==> config.mk <==
export PLATFORM = sky130hd
export DESIGN_NAME = muldiv_seq
export DESIGN_NICKNAME = d
export VERILOG_FILES = /design/src/rtl/muldiv_seq.sv
export SDC_FILE = /design/constraint.sdc
export NUM_CORES = 1
export LEC_CHECK = 0
export ABC_AREA = 1
export BUFFER_PORTS_ARGS = -buffer_cell sky130_fd_sc_hd__clkbuf_2
export CAP_MARGIN = 20
export CORE_MARGIN = 2
export CORE_UTILIZATION = 41
export DETAILED_ROUTE_END_ITERATION = 7
export PLACE_DENSITY = 0.63
export SLEW_MARGIN = 15
export SYNTH_ARGS = -nofsm -noshare
export SYNTH_HDL_FRONTEND = slang
export SYNTH_SLANG_ARGS = --single-unit
==> constraint.sdc <==
create_clock -name clk -period 4.7 [get_ports clk]
set_input_delay 0.94 -clock clk [delete_from_list [all_inputs] [get_ports clk]]
set_output_delay 0.94 -clock clk [all_outputs]
set_load 0.02 [all_outputs]
==> src/rtl/muldiv_seq.sv <==
// muldiv_seq: iterative RV32M multiply/divide, one shift-add or restoring-subtract step per cycle.
// Operands are converted to magnitudes on entry and the sign is fixed in DONE.
module muldiv_seq #(
    parameter int XLEN = 32
) (
    input  logic            clk,
    input  logic            rst,
    input  logic            start,
    input  logic [2:0]      funct3,
    input  logic [XLEN-1:0] rs1,
    input  logic [XLEN-1:0] rs2,
    input  logic            flush,
    output logic            busy,
    output logic            valid,
    output logic [XLEN-1:0] result
);
    typedef enum logic [1:0] {IDLE, CALC, DONE} state_t;
    state_t            state_q;
    logic [4:0]        cnt_q;
    logic [2:0]        fn_q;
    logic [XLEN-1:0]   b_q, result_q, res_d, quo, rem, m1, m2;
    logic [2*XLEN-1:0] acc_q, acc_d, prod;
    logic [XLEN:0]     sum, diff;
    logic              neg_q, negr_q, busy_q, valid_q, s1, s2, dz, ovf;
    always_comb begin
        s1   = rs1[XLEN-1] & ~(funct3 == 3'b011 || funct3 == 3'b101 || funct3 == 3'b111);
        s2   = rs2[XLEN-1] & (funct3 == 3'b000 || funct3 == 3'b001 || funct3 == 3'b100 || funct3 == 3'b110);
        m1   = s1 ? -rs1 : rs1;
        m2   = s2 ? -rs2 : rs2;
        dz   = funct3[2] && rs2 == '0;
        ovf  = (funct3 == 3'b100 || funct3 == 3'b110) && rs1 == {1'b1, {(XLEN-1){1'b0}}} && rs2 == '1;
        // acc holds {partial product, multiplier} or {remainder, dividend/quotient}
        sum  = {1'b0, acc_q[2*XLEN-1:XLEN]} + (acc_q[0] ? {1'b0, b_q} : '0);
        diff = acc_q[2*XLEN-1:XLEN-1] - {1'b0, b_q};
        acc_d = !fn_q[2] ? {sum, acc_q[XLEN-1:1]}
              : diff[XLEN] ? {acc_q[2*XLEN-2:0], 1'b0}
              : {diff[XLEN-1:0], acc_q[XLEN-2:0], 1'b1};
        prod = neg_q ? -acc_q : acc_q;
        quo  = neg_q ? -acc_q[XLEN-1:0] : acc_q[XLEN-1:0];
        rem  = negr_q ? -acc_q[2*XLEN-1:XLEN] : acc_q[2*XLEN-1:XLEN];
        res_d = fn_q[2] ? (fn_q[1] ? rem : quo) : (fn_q == 3'b000 ? prod[XLEN-1:0] : prod[2*XLEN-1:XLEN]);
    end
    always_ff @(posedge clk or posedge rst) begin
        if (rst) begin
            state_q  <= IDLE;
            cnt_q    <= '0;
            fn_q     <= '0;
            b_q      <= '0;
            acc_q    <= '0;
            neg_q    <= 1'b0;
            negr_q   <= 1'b0;
            busy_q   <= 1'b0;
            valid_q  <= 1'b0;
            result_q <= '0;
        end else if (flush) begin
            state_q <= IDLE;
            cnt_q   <= '0;
            busy_q  <= 1'b0;
            valid_q <= 1'b0;
        end else begin
            case (state_q)
                IDLE: begin
                    valid_q <= 1'b0;
                    if (start) begin
                        fn_q  <= funct3;
                        cnt_q <= '0;
                        b_q   <= m2;
                        // special cases preload acc so the DONE sign fix yields the fixed answer
                        if (dz || ovf) begin
                            state_q <= DONE;
                            acc_q   <= {ovf ? '0 : rs1, ovf ? {1'b1, {(XLEN-1){1'b0}}} : {XLEN{1'b1}}};
                            neg_q   <= 1'b0;
                            negr_q  <= 1'b0;
                        end else begin
                            state_q <= CALC;
                            busy_q  <= 1'b1;
                            acc_q   <= {{XLEN{1'b0}}, m1};
                            neg_q   <= s1 ^ s2;
                            negr_q  <= s1;
                        end
                    end
                end
                CALC: begin
                    acc_q <= acc_d;
                    cnt_q <= cnt_q + 5'd1;
                    if (cnt_q == 5'd31) begin
                        state_q <= DONE;
                        busy_q  <= 1'b0;
                    end
                end
                DONE: begin
                    state_q  <= IDLE;
                    valid_q  <= 1'b1;
                    result_q <= res_d;
                end
                default: state_q <= IDLE;
            endcase
        end
    end
    assign busy   = busy_q;
    assign valid  = valid_q;
    assign result = result_q;
endmodule

==> impl_metrics.json <==
{
  "synth_ff_type": "dfrtp_1",
  "power.density_nw_per_um2": 571.4,
  "ys_top_cells_by_count": "nand2_1, inv_1, nor2_1",
  "cts_tree": "yes",
  "grt_max_degree": 129,
  "startpoint_type": "input pin",
  "worstPathArrival_ps": 3950,
  "finalClockSkew_ps": 16.75,
  "endpoint_kind": "flip-flop",
  "min_period_ps": 3539,
  "async_reset_ff_share_pct": 100.0,
  "vias": 20750,
  "drt_iter0_drc": 2495,
  "vdd_drop_max_uv": 293.1,
  "rsz0062_at_grt": "no",
  "die_area_sq_um": 44750,
  "die_h_um": 211.5,
  "cts_hold_buf": 0,
  "setup_ws_ps": 1161,
  "min_path_cells": 2,
  "whs_ps": 476.5,
  "crit_chain": "clkbuf_2 > inv_1 > ha_1 > nand2_1 > nor2_2 > nand4_1 > inv_1 > nand3b_1 > nor3_2 > nand3b_2 > inv_2 > nand2_1 > a21oi_1 > o21ai_1 > nand2_1",
  "synth.most_common_cell": "nand2_1",
  "drt-pass1-iter-count": 6,
  "yosysUniqueCellTypes": 55,
  "synth-edff-count": 0,
  "leakage_nw": 9.777,
  "slew_violations": 0,
  "finalHoldViolCount": 0,
  "clkLatencyLatePin_ps": 480,
  "hold_start": "result[17]$_DFFE_PP0P_",
  "syn_inst": 3099,
  "r2r-end": "acc_q[0]$_DFFE_PP0P_",
  "r2r_slack_ps": 1250,
  "relSlewSlack_pct": 25.04,
  "yosysWarningCount": 0,
  "syn_nets": 3243,
  "drive_gt1_share_pct": 6.820,
  "grt-ovfl-total": 0,
  "num_antenna_cells": 0,
  "clockBufferDepth": 2,
  "crit_top_cell": "nand2_1",
  "path_class": "in2reg",
  "avgSynthCellArea_sq_um": 5.698,
  "place_hpwl_um": 63780,
  "cts_made_buffers": 17,
  "clock-sinks": 142,
  "seq_area_frac_synth_pct": 20.12,
  "start_util_pct": 41.27,
  "gp_congestion": 1.017,
  "syn-cell-area_sq_um": 17660,
  "via_per_inst": 5.631,
  "grt_pass1_wl_um": 118700,
  "area_growth_pct": 8.226,
  "ant_nets": 0,
  "wl_um": 79030,
  "finalCritPeriodShare_pct": 75.30,
  "tightest_slew_ps": 1123,
  "grt_usage_pct": 35.64,
  "core_area_sq_um": 42790,
  "outcome": "complete, no violations",
  "wire_per_inst_um": 21.45,
  "synth_top_area_share_pct": 20.12,
  "r2r_cells": 15,
  "required_ps": 5110,
  "drc": 0,
  "cts-htree-levels": 4,
  "synth.top_cells.by_area": "dfrtp_1, nand2_1, inv_1",
  "setup_tns_ps": 0,
  "post_cts_resize_count": 0,
  "hold_path_end": "result[17]$_DFFE_PP0P_",
  "clk_pin_slew_worst_paths_ps": 60,
  "hold_path_class": "reg2reg",
  "max_cap_viol_count": 0,
  "cts_setup_buffers": 0,
  "grt_pass1_vias": 19290,
  "antenna_found_initial": 0,
  "yosys.area.top_type": "dfrtp_1",
  "die_w_um": 211.5,
  "port_buffers": 104,
  "cts_root_buf": "clkbuf_16",
  "rows": 76,
  "r2r-start": "acc_q[32]$_DFFE_PP0P_",
  "clock.fmax_mhz": 282.6,
  "synth_seq_cells": 142,
  "worst-path-max-fanout": 35,
  "pre_cts_slack_ps": 788.6,
  "cpPeakStageDelay_ps": 760,
  "fin_nets": 3269,
  "slowest_stage": "inv_2",
  "finalSetupViolCount": 0,
  "top_level_ports": 105
}
worst max-delay path by stage:
stage / from / to / slack (ps)
6_report: rs2[0] / acc_q[61]$_DFFE_PP0P_ / 1160
5_1_grt: rs2[0] / acc_q[57]$_DFFE_PP0P_ / 890
4_1_cts: rs2[0] / acc_q[61]$_DFFE_PP0P_ / 1290
3_5_place_dp: rs2[0] / acc_q[61]$_DFFE_PP0P_ / 790
3_3_place_gp: rs2[0] / acc_q[61]$_DFFE_PP0P_ / 820
2_1_floorplan: rst / acc_q[0]$_DFFE_PP0P_ / 1980
placed cells by master (no fill, tap or decap), drive strengths merged:
cell / Yosys / final
o21a: 4 / 4
clkinv: 4 / 7
o22ai: 4 / 4
bufinv: 0 / 1
xnor2: 13 / 13
or3: 1 / 1
o21bai: 17 / 17
o31ai: 2 / 2
a21o: 1 / 1
dfrtp: 142 / 142
a221oi: 1 / 1
o22a: 2 / 2
and3: 2 / 2
buf: 38 / 19
clkinvlp: 0 / 4
a31oi: 4 / 4
and2: 1 / 1
inv: 408 / 410
nand2: 889 / 889
fa: 2 / 2
nand4: 43 / 43
a41o: 1 / 1
a21boi: 9 / 9
a22oi: 21 / 21
or2: 17 / 17
o21ai: 227 / 227
clkbuf: 78 / 126
nor3b: 5 / 5
a21oi: 235 / 235
nor3: 37 / 37
nor4: 8 / 8
nand3b: 17 / 17
nor2: 408 / 408
nand3: 254 / 254
ha: 71 / 71
o211ai: 23 / 23
a2bb2oi: 3 / 3
xor2: 107 / 107
flip-flops by register name, summed over array words and instances, names as in the netlist:
name,flops
acc_q,64
cnt_q,5
result,32
neg_q,1
state_q,2
valid,1
b_q,32
negr_q,1
fn_q,3
busy,1
where the power goes:
part           total (mW)  internal [mW]  switching (mW)
sequential           2.34           1.61           0.732
combinational        7.23           2.18            5.05
clock                1.34          0.747           0.597
total                10.9           4.54            6.38
through the flow:
| stage | power (mW) | util, % | instances | cell area [sq um] |
|---|---|---|---|---|
| 6_report | 10.92 | 44.66 | 3684 | 19110 |
| 3_3_place_gp | 9.363 | 43.36 | 3652 | 18550 |
| 5_1_grt | 11.77 | 44.66 | 3684 | 19110 |
| 2_1_floorplan | 6.914 | - | 3099 | 17660 |
| 3_5_place_dp | 9.378 | 43.36 | 3652 | 18550 |
| 4_1_cts | 10.76 | 44.66 | 3684 | 19110 |
final cells by class:
cell class / count / area [sq um]
fillers: 4838 / 23680
clock inverters: 10 / 105.1
clock buffers: 22 / 454.2
inverters: 412 / 1551
multi-input cells: 2429 / 12070
flip-flops and latches: 142 / 3556
repair buffers: 123 / 688.2
well taps: 546 / 683.2
layer usage:
metal,GRT usage [%],up-vias,share of wire (%)
met2,51.01,979,41
met3,8.040,103,10
met1,53.09,9643,47
li1,-,10020,-
met5,0,-,0
met4,9.762,0,2.4
critical path: cells and delay by family:
kind | cells | cell delay (ps)
AOI/OAI and AO/OA | 2 | 260
buffers and inverters | 4 | 1060
and+or+nand+nor | 8 | 1470
adders and majority gates | 1 | 170
logic make-up (layout without fill, tap and decap cells):
kind of cell             count (synthesis)  in the layout  synth area share (%)
XOR/XNOR                               120            120                 5.952
AND/OR/NAND/NOR                       1682           1682                 40.01
adder cells (fa/ha/maj)                 73             73                 5.257
buffers and inverters                  528            567                 11.59
AO/OA/AOI/OAI                          554            554                 17.07
flip-flops                             142            142                 20.12
(Power assumes the default switching activity.)
